**config.mk**
```make
export PLATFORM = sky130hd
export DESIGN_NAME = stack_ctrl
export DESIGN_NICKNAME = d
export VERILOG_FILES = /design/src/rtl/stack_pkg.sv /design/src/rtl/stack_err_flags.sv /design/src/rtl/stack_ctrl.sv
export SDC_FILE = /design/constraint.sdc
export NUM_CORES = 1
export LEC_CHECK = 0
export ABC_AREA = 1
export CAP_MARGIN = 0
export CORE_MARGIN = 2
export CORE_UTILIZATION = 69
export CTS_BUF_LIST = sky130_fd_sc_hd__clkbuf_2 sky130_fd_sc_hd__clkbuf_4 sky130_fd_sc_hd__clkbuf_8
export DETAILED_ROUTE_END_ITERATION = 10
export DONT_BUFFER_PORTS = 1
export PLACE_DENSITY = 0.85
export SLEW_MARGIN = 40
export SYNTH_ARGS = -nofsm -noshare
export SYNTH_HDL_FRONTEND = slang
export SYNTH_SLANG_ARGS = --single-unit
```
**constraint.sdc**
```tcl
create_clock -name clk -period 2.1 [get_ports clk]
set_clock_uncertainty 0.2 [all_clocks]
set_input_delay 0.63 -clock clk [delete_from_list [all_inputs] [get_ports clk]]
set_output_delay 0.63 -clock clk [all_outputs]
set_load 0.02 [all_outputs]
```
**src/rtl/stack_pkg.sv**
```systemverilog
// Shared types and constants for the operand-stack sequencing controller.
package stack_pkg;

    typedef enum logic [2:0] {
        INIT = 3'd0,
        IDLE = 3'd1,
        WR   = 3'd2,
        DEC  = 3'd3,
        RD   = 3'd4,
        CAP  = 3'd5
    } state_t;

    localparam int STACK_DEPTH_DEFAULT = 31;

endpackage

```
**src/rtl/stack_err_flags.sv**
```systemverilog
// Sticky overflow/underflow flags; clear has priority over set.
module stack_err_flags (
    input  logic clk,
    input  logic rst_n,
    input  logic clr,
    input  logic set_ovf,
    input  logic set_unf,
    output logic err_ovf,
    output logic err_unf
);

    always_ff @(posedge clk or negedge rst_n) begin
        if (!rst_n) begin
            err_ovf <= 1'b0;
            err_unf <= 1'b0;
        end else if (clr) begin
            err_ovf <= 1'b0;
            err_unf <= 1'b0;
        end else begin
            if (set_ovf) err_ovf <= 1'b1;
            if (set_unf) err_unf <= 1'b1;
        end
    end

endmodule

```
**src/rtl/stack_ctrl.sv**
```systemverilog
// Push/pop sequencer driving an external pointer counter and synchronous stack RAM.
// Optional sticky error flags are built only when STACK_ERR_EN is defined.
//
// state | meaning
// INIT  | zero the external counter (it has no reset of its own)
// IDLE  | wait for clr / push / pop
// WR    | write latched din at sp, increment pointer
// DEC   | decrement pointer
// RD    | read RAM at the new sp
// CAP   | capture read data into dout
module stack_ctrl
    import stack_pkg::*;
#(
    parameter int SIZE  = 5,
    parameter int WIDTH = 8,
    parameter int DEPTH = STACK_DEPTH_DEFAULT
) (
    input  logic             clk,
    input  logic             rst_n,
    input  logic             push,
    input  logic             pop,
    input  logic             clr,
    input  logic [WIDTH-1:0] din,
    input  logic [SIZE-1:0]  sp,
    output logic             ld,
    output logic             incr,
    output logic             decr,
    output logic             mem_we,
    output logic             mem_re,
    output logic [SIZE-1:0]  mem_addr,
    output logic [WIDTH-1:0] mem_wdata,
    input  logic [WIDTH-1:0] mem_rdata,
    output logic [WIDTH-1:0] dout,
    output logic             dout_valid,
    output logic             busy,
    output logic             full,
    output logic             empty,
    output logic             err_ovf,
    output logic             err_unf
);

    state_t           state_q, state_d;
    logic [WIDTH-1:0] din_q;
    logic             push_ok;

    assign full      = (sp == SIZE'(DEPTH));
    assign empty     = (sp == '0);
    assign busy      = (state_q != IDLE);
    assign mem_addr  = sp;
    assign mem_wdata = din_q;
    assign push_ok   = (state_q == IDLE) && !clr && push && !full;

    always_ff @(posedge clk or negedge rst_n) begin
        if (!rst_n) state_q <= INIT;
        else        state_q <= state_d;
    end

    always_comb begin
        state_d = state_q;
        ld      = 1'b0;
        incr    = 1'b0;
        decr    = 1'b0;
        mem_we  = 1'b0;
        mem_re  = 1'b0;
        case (state_q)
            INIT: begin
                ld      = 1'b1;
                state_d = IDLE;
            end
            IDLE: begin
                // push wins over a simultaneous pop; the pop is simply dropped
                if (clr)                ld      = clr;
                else if (push)          state_d = full ? IDLE : WR;
                else if (pop && !empty) state_d = DEC;
            end
            WR: begin
                mem_we  = 1'b1;
                incr    = 1'b1;
                state_d = IDLE;
            end
            DEC: begin
                decr    = 1'b1;
                state_d = RD;
            end
            RD: begin
                mem_re  = 1'b1;
                state_d = CAP;
            end
            CAP:     state_d = IDLE;
            default: state_d = INIT;
        endcase
    end

    always_ff @(posedge clk or negedge rst_n) begin
        if (!rst_n) begin
            din_q      <= '0;
            dout       <= '0;
            dout_valid <= 1'b0;
        end else begin
            if (push_ok) din_q <= din;
            if (state_q == CAP) dout <= mem_rdata;
            dout_valid <= (state_q == CAP);
        end
    end

`ifdef STACK_ERR_EN
    logic set_ovf, set_unf, clr_err;

    assign set_ovf = (state_q == IDLE) && !clr && push && full;
    assign set_unf = (state_q == IDLE) && !clr && !push && pop && empty;
    assign clr_err = (state_q == IDLE) && clr;

    stack_err_flags u_err_flags (
        .clk     (clk),
        .rst_n   (rst_n),
        .clr     (clr_err),
        .set_ovf (set_ovf),
        .set_unf (set_unf),
        .err_ovf (err_ovf),
        .err_unf (err_unf)
    );
`else
    assign err_ovf = 1'b0;
    assign err_unf = 1'b0;
`endif

endmodule
```
# ---- Word level (Yosys, flattened, before mapping)
# Index checks and enable logic that the tools add are counted.
dict set report word_totals {
  reg_bits 20
  out_inout_bits 32
}
dict set report classes {
  n_eq_ne 9
  mux 10
  reduce_logical 11
}
# operator count
set op_table {}
lappend op_table {{3-bit case mux with 4 select lines} 1}
lappend op_table {{3-bit 2-to-1 mux} 3}
lappend op_table {{3-bit by 2-bit == test with 1-bit output (second input constant)} 2}
lappend op_table {{3-bit == test (second input constant)} 2}
lappend op_table {{5-bit == test (second input constant)} 1}
lappend op_table {{5-bit logical NOT} 1}
lappend op_table {{1-bit logical AND} 4}
lappend op_table {{1-bit 2-to-1 mux} 4}
lappend op_table {{3-bit by 1-bit == test with 1-bit output (second input constant)} 1}
lappend op_table {{1-bit logical NOT} 3}
lappend op_table {{3-bit logical NOT} 1}
lappend op_table {{3-bit by 1-bit inequality test with 1-bit output (second input constant)} 1}
lappend op_table {{3-bit by 2-bit inequality test with 1-bit output (second input constant)} 1}
lappend op_table {{3-bit OR reduction} 1}
lappend op_table {{2-bit 2-to-1 mux} 1}
lappend op_table {{2-bit inequality test (second input constant)} 1}
lappend op_table {{1-bit case mux with 2 select lines} 1}
lappend op_table {{2-bit AND reduction} 1}

# ---- Depth between registers and ports, before layout
# Gate-level depths: netlist of run 1.
dict set report logic_depth {
  word_depth 7
  depth_mapped 7
  ltp_nobuf 6
}

# ---- Least setup slack after synthesis of run 1
# No wires, ideal clock.
dict set report synth_timing {
  path_kind {flip-flop to output port}
  startpoint {register state_q[2]}
  endpoint {output mem_we}
  arrival_ps 1300
  slack_ps -30
  path_stages_with_launch 3
  path_buffers 1
  cell_sequence {dfrtp_1 -> nor3_1 -> buf_4}
}
dict set report synth_between {
  elab_chain_cells 2
}
# element line_no
set synth_lines {}
lappend synth_lines {{start, declared} stack_ctrl.sv:42} ;# state_t state_q, state_d;
lappend synth_lines {{start signal, assigned} stack_ctrl.sv:55} ;# else state_q <= state_d;
lappend synth_lines {{3-bit by 2-bit == test with 1-bit output} --}
lappend synth_lines {{1-bit 2-to-1 mux} --}
lappend synth_lines {{end, declared} stack_ctrl.sv:28} ;# output logic mem_we,
# No other way between the ends.

# ---- Worst setup path after layout of run 1
dict set report layout_timing {
  startpoint {register state_q[2]}
  endpoint {output incr}
}
dict set report layout_between {
  elab_chain_cells 2
}
# element line_no
set layout_lines {}
lappend layout_lines {{3-bit by 2-bit == test with 1-bit output} stack_ctrl.sv:65} ;# case (state_q)
lappend layout_lines {{1-bit 2-to-1 mux} stack_ctrl.sv:65}
lappend layout_lines {{end, declared} stack_ctrl.sv:26} ;# output logic incr,
# No other way between the ends.

==> flow_summary.json, run 1 <==
{
  "remaining_drc_errors": 0,
  "arrival_ns": 1.24,
  "wl_per_cell_um": 13.30,
  "fin_crit_sh_pct": 98.68,
  "dp_hpwl_mm": 1.338,
  "dieWidth_um": 42.16,
  "antenna_found_initial": 0,
  "grt_util_all_layers_pct": 22.04,
  "initial_core_util_pct": 75.33,
  "drive_above_1_share_pct": 21.49,
  "criticalPathCategory": "flop to output port",
  "status": "completed",
  "ir_worst_vdd_mv": 0.8678,
  "maxCapViolCount": 0,
  "cts_tree": "built",
  "synth.avg_cell_area_um2": 8.515,
  "rsz0062_at_grt": "yes",
  "netlist_area_um2": 1005,
  "yosysSeqAreaShare_pct": 49.81,
  "clk_pin_slew_worst_paths_ns": 0.11,
  "postRouteAntennaNets": 0,
  "synth_mux_area_share_pct": 0,
  "setup_viol": 0,
  "power.density_nw_per_um2": 1644,
  "ys_seq_elements": 20,
  "ys_types": 19,
  "path_max_fanout": 3,
  "grt_max_degree": 21,
  "rows": 13,
  "final_util_pct": 81.14,
  "yosys_warnings": 0,
  "cts_made_buffers": 3,
  "power_w": 0.001779,
  "cp-end-kind": "output port",
  "synthAdderAreaFrac_pct": 0,
  "final-hold-violation-count": 0,
  "htree_num_levels": 1,
  "insertion_delay_ns": 0.29,
  "num-nets-final": 148,
  "clock_sinks": 20,
  "n_antenna_cell": 0,
  "min_path_type": "input port to asynchronous set/reset pin",
  "grt_pass1_wl_mm": 2.987,
  "dr_total_vias": 773,
  "drt-total-wl_mm": 1.809,
  "via_per_inst": 5.684,
  "synthToLayoutAreaGrowth_pct": 7.721,
  "hold_slack_ns": 0.04702,
  "synthSimpleGateAreaFrac_pct": 32.50,
  "postLayoutCellArea_um2": 1082,
  "fp.coreArea_um2": 1334,
  "drv_slew": 0,
  "period_needed_ns": 2.072,
  "fin_cells": 136,
  "synth_compound_area_share_pct": 6.849,
  "ios": 58,
  "synthCells": 118,
  "cts_buffer_depth": 2,
  "place.gp.congestion": 0.8208,
  "fmax_mhz": 482.5,
  "synth_xor_area_share_pct": 0,
  "die_area_um2": 1777,
  "critical_path_required_ns": 1.27,
  "first_pass_iters": 4,
  "overflow": 0,
  "placed_area_um2": 998.5,
  "layout_common_cells": "nand2_1, dfrtp_1, o21ai_1, buf_4, nor2_1",
  "dpl.cell_count": 130,
  "layout_commonest_cell": "nand2_1",
  "leakage_nw": 0.5596,
  "grt_pass1_vias": 711,
  "port_buffers": 0,
  "drtIter0Drc": 7,
  "cp-start-kind": "flop",
  "clockRootBuffer": "clkbuf_4",
  "dieHeight_um": 42.16,
  "synth_top_family_by_area": "simple AND/OR/NAND/NOR gates"
}
==> stage by stage <==
| stage | setup TNS (ns) | worst slack [ns] |
|---|---|---|
| final | 0 | 0.02765 |
| after global routing | -0.07075 | -0.03539 |
| after CTS | 0 | 0.01459 |
| after detailed placement | 0 | 0.1957 |
| after global placement | 0 | 0.2663 |
| after floorplan | 0 | 0.1544 |
==> Yosys cell counts, drive strengths merged <==
cell	count	area [µm²]
o21bai	1	7.510
nor3	2	10.01
o22ai	1	6.260
o21ai	9	45.04
a21oi	2	10.01
buf	10	78.82
nand2	48	180.2
nand3	5	50.04
nor2	11	80.08
dfrtp	20	500.5
inv	7	26.28
or2	1	6.260
conb	1	3.750
==> path summary, 6_finish.rpt <==
path,slack [ns],depth (start not counted),startpoint,end
worst max-delay path,0.03,3,state_q[2]$_DFFE_PN0P_,incr
max in group asynchronous,1.35,1,rst_n,state_q[1]$_DFFE_PN0P_
min in group clk,0.23,2,mem_rdata[0],dout[0]$_DFFE_PN0P_
worst min register to register,0.43,2,state_q[2]$_DFFE_PN0P_,state_q[2]$_DFFE_PN0P_
worst max register to register,0.62,5,state_q[2]$_DFFE_PN0P_,mem_wdata[6]$_DFFE_PN0P_
worst min-delay path,0.05,1,rst_n,dout[3]$_DFFE_PN0P_
==> registers in the layout, indices dropped and copies added, names as in the netlist <==
register,flops
mem_wdata,8
state_q,3
dout,8
dout_valid,1
==> metal layers <==
metal | vias up | wire [µm] | share of wire (%) | global-route usage, %
met1 | 356 | 709 | 39 | 26.21
met2 | 45 | 921 | 51 | 38.15
met5 | - | 0 | 0 | 0
met3 | 4 | 159 | 8.8 | 4.310
met4 | 0 | 19 | 1.1 | 10.00
li1 | 368 | - | - | -
==> critical path: stages, from the launching register on <==
cell and delay [ns]:
dfrtp_1 0.42, buf_4 0.17, nor3_2 0.19, buf_6 0.16
==> cell type report <==
cell class                 count  area (µm²)
timing repair buffer           8       61.31
sequential                    20       500.5
multi-input combinational     82       422.9
tap                           15       18.77
clock inverter                 1       30.03
inverter                       7       26.28
fill                          97       251.5
clock buffer                   3       22.52
==> where the power goes <==
part	leakage (nW)	switching [W]	internal [W]
clock	0.0279	0.000119	0.000193
sequential	0.248	0.000315	0.000561
combinational	0.284	0.000371	0.000221
total	0.560	0.000805	0.000974
==> repair_timing <==
item                                    4_1_cts  5_1_grt
resized for setup                             2        5
hold buffers                                  1        0
cloned                                        0        0
pin swaps                                     0        0
endpoints found under the hold margin        20        0
endpoints found under the setup margin        2        4
setup buffers                                 1        0
==> kinds of logic after synthesis <==
group,after synthesis
AO/OA/AOI/OAI,13
other,1
buffers and inverters,17
AND/OR/NAND/NOR,67
flip-flops,20
No activity file was read; power rests on OpenSTA's default activity.
==> inputs of run 2 (changes only) <==
--- a/config.mk
+++ b/config.mk
@@ -6,13 +6,13 @@
 export NUM_CORES = 1
 export LEC_CHECK = 0
 export ABC_AREA = 1
-export CAP_MARGIN = 0
 export CORE_MARGIN = 2
 export CORE_UTILIZATION = 69
 export CTS_BUF_LIST = sky130_fd_sc_hd__clkbuf_2 sky130_fd_sc_hd__clkbuf_4 sky130_fd_sc_hd__clkbuf_8
 export DETAILED_ROUTE_END_ITERATION = 10
 export DONT_BUFFER_PORTS = 1
-export PLACE_DENSITY = 0.85
+export PLACE_DENSITY = 0.86
+export RECOVER_POWER = 100
 export SLEW_MARGIN = 40
 export SYNTH_ARGS = -nofsm -noshare
 export SYNTH_HDL_FRONTEND = slang
==> flow_summary.json, run 2 (synthesis results as in run 1) <==
{
  "status": "completed",
  "leakage_nw": 0.5548,
  "dieWidth_um": 42.16,
  "n_antenna_cell": 0,
  "fin_crit_sh_pct": 98.58,
  "cts_made_buffers": 3,
  "cp-end-kind": "output port",
  "grt_pass1_wl_mm": 3.229,
  "min_path_type": "input port to flop",
  "dieHeight_um": 42.16,
  "insertion_delay_ns": 0.31,
  "remaining_drc_errors": 0,
  "max_stage_delay_ns": 0.47,
  "fp.coreArea_um2": 1334,
  "grt_util_all_layers_pct": 24.70,
  "critPathBufInv": 1,
  "power.density_nw_per_um2": 1660,
  "arrival_ns": 1.24,
  "dpl.cell_count": 130,
  "synthToLayoutAreaGrowth_pct": 9.714,
  "hold_slack_ns": 0.2341,
  "clock_sinks": 20,
  "antenna_found_initial": 0,
  "dp_hpwl_mm": 1.443,
  "fmax_mhz": 483.1,
  "port_buffers": 0,
  "placed_area_um2": 998.5,
  "place.gp.congestion": 0.7946,
  "via_per_inst": 5.563,
  "postRouteAntennaNets": 0,
  "drt-total-wl_mm": 1.975,
  "period_needed_ns": 2.070,
  "rrSetupSlack_ns": 0.42,
  "cp-start-kind": "flop",
  "ir_worst_vdd_mv": 0.8441,
  "path_max_fanout": 6,
  "crit_slowest_cell": "dfrtp_2",
  "slew_headroom_pct": 32.85,
  "critical_path_required_ns": 1.27,
  "clk_pin_slew_worst_paths_ns": 0.11,
  "grt_max_degree": 21,
  "cts_tree": "built",
  "htree_num_levels": 1,
  "post-place-ws_ns": 0.1851,
  "die_area_um2": 1777,
  "drive_above_1_share_pct": 21.67,
  "rows": 13,
  "cts_buffer_depth": 2,
  "ios": 58,
  "layout_common_cells": "nand2_1, dfrtp_1, o21ai_1",
  "num-nets-final": 147,
  "clockRootBuffer": "clkbuf_4",
  "maxCapViolCount": 0,
  "postLayoutCellArea_um2": 1102,
  "final-hold-violation-count": 0,
  "dr_total_vias": 751,
  "worst_slack_ns": 0.02984,
  "fin_cells": 135,
  "overflow": 0,
  "grt_pass1_vias": 772,
  "drtIter0Drc": 15,
  "initial_core_util_pct": 75.33,
  "criticalPathCategory": "flop to output port",
  "wl_per_cell_um": 14.63,
  "final_util_pct": 82.65,
  "setup_viol": 0,
  "path_cells": "or2_4 > nor2_4 > buf_6",
  "rsz0062_at_grt": "yes",
  "postCtsSetupRepairBufs": 0,
  "critPathTopFamily": "flip-flops",
  "drv_slew": 0,
  "first_pass_iters": 4,
  "tightest_slew_ns": 1.007,
  "layout_commonest_cell": "nand2_1"
}
[run 2: through the flow]
step	setup TNS, ns	power [W]
finish	0	0.001830
global route	-0.009364	0.001942
CTS	0	0.001788
detailed placement	0	0.001430
global placement	0	0.001389
floorplan	0	0.001306
[run 2: worst paths after layout]
path,from,endpoint,depth (start not counted)
max,state_q[2]$_DFFE_PN0P_,decr,3
max reg2reg,state_q[2]$_DFFE_PN0P_,mem_wdata[6]$_DFFE_PN0P_,5
min reg2reg,dout[0]$_DFFE_PN0P_,dout[0]$_DFFE_PN0P_,2
min in group asynchronous,rst_n,state_q[2]$_DFFE_PN0P_,1
max in group asynchronous,rst_n,state_q[1]$_DFFE_PN0P_,1
min,mem_rdata[1],dout[1]$_DFFE_PN0P_,2
[run 2: cell type report]
| type | count | area [µm²] |
|---|---|---|
| multi-input cells | 82 | 439.2 |
| well taps | 15 | 18.77 |
| inverters | 7 | 28.78 |
| flip-flops and latches | 20 | 503.0 |
| clock inverters | 1 | 30.03 |
| clock buffers | 3 | 22.52 |
| fillers | 90 | 231.5 |
| repair buffers | 7 | 60.06 |
[run 2: worst reg2reg max path: stages, from the launching register on]
cell	delay, ns
dfrtp_2	0.47
buf_4	0.17
nor2_4	0.15
nand3_4	0.17
o21ai_0	0.27
nand2_1	0.11
[run 2: where the power goes]
group          internal [W]  total (W)  leakage, nW  switching (W)
clock network      0.000193   0.000313       0.0279       0.000120
registers          0.000563   0.000892        0.245       0.000329
logic              0.000230   0.000625        0.282       0.000396
[run 2: timing repair]
item,4_1_cts,5_1_grt
hold buffers,1,0
resized for setup,6,9
pin swaps,0,2
setup endpoints to repair,3,5
hold endpoints to repair,20,0
[run 2: per-layer routing]
layer	vias up	track usage [%]	wire, µm
li1	366	-	-
met3	4	9.483	188
met1	342	27.14	702
met2	39	43.08	1065
met4	0	8.750	18
met5	-	0	0
==> inputs of run 3 (changes only) <==
--- a/config.mk
+++ b/config.mk
@@ -13,7 +13,6 @@
 export DONT_BUFFER_PORTS = 1
 export PLACE_DENSITY = 0.86
 export RECOVER_POWER = 100
-export SLEW_MARGIN = 40
 export SYNTH_ARGS = -nofsm -noshare
 export SYNTH_HDL_FRONTEND = slang
 export SYNTH_SLANG_ARGS = --single-unit
==> constraint.sdc (replaced) <==
create_clock -name clk -period 2.1 [get_ports clk]
set_clock_uncertainty 0.2 [all_clocks]
set_input_delay 0.315 -clock clk [delete_from_list [all_inputs] [get_ports clk]]
set_output_delay 0.315 -clock clk [all_outputs]
set_load 0.02 [all_outputs]
==> flow_summary.json, run 3 (synthesis results as in run 1) <==
{
  "final_util_pct": 87.34,
  "via_per_inst": 5.443,
  "slew_headroom_pct": 41.91,
  "rows": 13,
  "crit_slowest_cell": "dfrtp_1",
  "cp.depth": 3,
  "cts_buffer_depth": 2,
  "num-nets-final": 161,
  "status": "completed",
  "max_stage_delay_ns": 0.50,
  "clock_sinks": 20,
  "seq_area_um2": 500.5,
  "postLayoutCellArea_um2": 1165,
  "path_max_fanout": 8,
  "dieWidth_um": 42.16,
  "layout_common_cells": "nand2_1, dfrtp_1, dlygate4sd3_1",
  "grt_pass1_vias": 821,
  "die_area_um2": 1777,
  "final-hold-violation-count": 0,
  "antenna_found_initial": 0,
  "arrival_ns": 1.46,
  "overflow": 0,
  "period_needed_ns": 1.978,
  "cp-start-kind": "flop",
  "clockRootBuffer": "clkbuf_4",
  "worstReg2RegStart": "state_q[2]$_DFFE_PN0P_",
  "critical_path_required_ns": 1.58,
  "r2r-end": "mem_wdata[2]$_DFFE_PN0P_",
  "path_cells": "inv_2 > or2_2 > nor2_1",
  "n_antenna_cell": 0,
  "drive_above_1_share_pct": 7.463,
  "cts_made_buffers": 3,
  "grt_pass1_wl_mm": 3.760,
  "port_buffers": 0,
  "drtIter0Drc": 22,
  "min_path_type": "input port to flop",
  "maxCapViolCount": 0,
  "ios": 58,
  "critPathBufInv": 1,
  "htree_num_levels": 1,
  "drt-total-wl_mm": 2.280,
  "cp-endpoint": "decr",
  "place.gp.congestion": 0.6877,
  "fin_crit_sh_pct": 94.20,
  "setup_tns_ns": 0,
  "dr_total_vias": 811,
  "tightest_slew_ns": 0.8684,
  "rrSetupSlack_ns": 0.28,
  "rr_worst_depth": 4,
  "cp-startpoint": "state_q[0]$_DFFE_PN0P_",
  "first_pass_iters": 4,
  "leakage_nw": 0.6019,
  "power.density_nw_per_um2": 1465,
  "ir_worst_vdd_mv": 1.122,
  "criticalPathCategory": "flop to output port",
  "rsz0062_at_grt": "no",
  "multi_input_area_um2": 365.4,
  "placed_area_um2": 963.4,
  "insertion_delay_ns": 0.29,
  "wl_per_cell_um": 15.30,
  "cts_tree": "built",
  "dieHeight_um": 42.16,
  "layout_commonest_cell": "nand2_1",
  "min-delay-start": "pop",
  "clk_pin_slew_worst_paths_ns": 0.11,
  "critPathTopFamily": "simple AND/OR/NAND/NOR gates",
  "grt_max_degree": 21,
  "postRouteAntennaNets": 0,
  "postCtsSetupRepairBufs": 0,
  "synthToLayoutAreaGrowth_pct": 15.94,
  "fmax_mhz": 505.5,
  "cp-end-kind": "output port",
  "drv_slew": 0,
  "dp_hpwl_mm": 1.310,
  "remaining_drc_errors": 0,
  "fillers": 68,
  "setup_viol": 0,
  "fp.coreArea_um2": 1334,
  "initial_core_util_pct": 75.33,
  "grt_util_all_layers_pct": 27.97
}
## run 3: cell count changes in the layout (fill, tap and decap cells not counted), moves of 2 or more
cell and change:
dfrtp_1 +2, buf_4 -2, nor2_4 -4, dlygate4sd3_1 +19
dfrtp_2 -2, nand3_1 +2, inv_1 +2, buf_6 -3
nor2_1 +3, nand3_4 -2
## run 3: where the power goes
part / internal [W] / switching [W] / leakage [nW]
Combinational: 0.000177 / 0.000324 / 0.326
Clock: 0.000193 / 0.000110 / 0.0279
Sequential: 0.000560 / 0.000343 / 0.248
## run 3: metal layers
layer | part of all wire, % | up-vias | GRT usage (%)
met5 | 0 | - | 0
met4 | 2.1 | 0 | 9.375
met3 | 8.9 | 6 | 9.483
met2 | 52 | 51 | 49.85
met1 | 37 | 364 | 30.79
li1 | - | 390 | -
## run 3: repair_timing
item                                    4_1_cts  5_1_grt
endpoints found under the hold margin        37        0
resized for setup                             0        1
endpoints found under the setup margin        0        1
hold buffers                                 19        0
## run 3: area by class of cell
cell class	count	share of cell area, %
clock buffer	3	1.933
clock inverter	1	2.578
inverter	7	2.256
multi-input combinational	82	31.36
sequential	20	42.96
tap	15	1.611
timing repair buffer	21	17.29
## run 3: worst min path at each step
stage                              to  slack [ns]  depth (start not counted)
4_1_cts        state_q[0]$_DFFE_PN0P_        0.02                          3
5_1_grt        state_q[0]$_DFFE_PN0P_        0.07                          3
3_5_place_dp      dout[7]$_DFFE_PN0P_       -0.18                          0
6_report       state_q[0]$_DFFE_PN0P_        0.03                          3
2_1_floorplan     dout[0]$_DFFE_PN0P_       -0.18                          0
3_3_place_gp      dout[7]$_DFFE_PN0P_       -0.18                          0
## run 3: metrics by stage
step | hold WS (ns) | setup WS, ns | cells | power [W]
2_1_floorplan | -0.1806 | 0.2849 | 119 | 0.001302
3_3_place_gp | -0.1802 | 0.4378 | 126 | 0.001352
3_5_place_dp | -0.1801 | 0.4099 | 126 | 0.001385
4_1_cts | 0.01632 | 0.06735 | 149 | 0.001734
5_1_grt | 0.07259 | 0.04417 | 149 | 0.001813
6_report | 0.03477 | 0.1219 | 149 | 0.001707
## run 3: tightest hold or removal path, stage by stage
cell and delay (ns):
nand2_1 0.06, a21oi_1 0.06, nand2_1 0.06
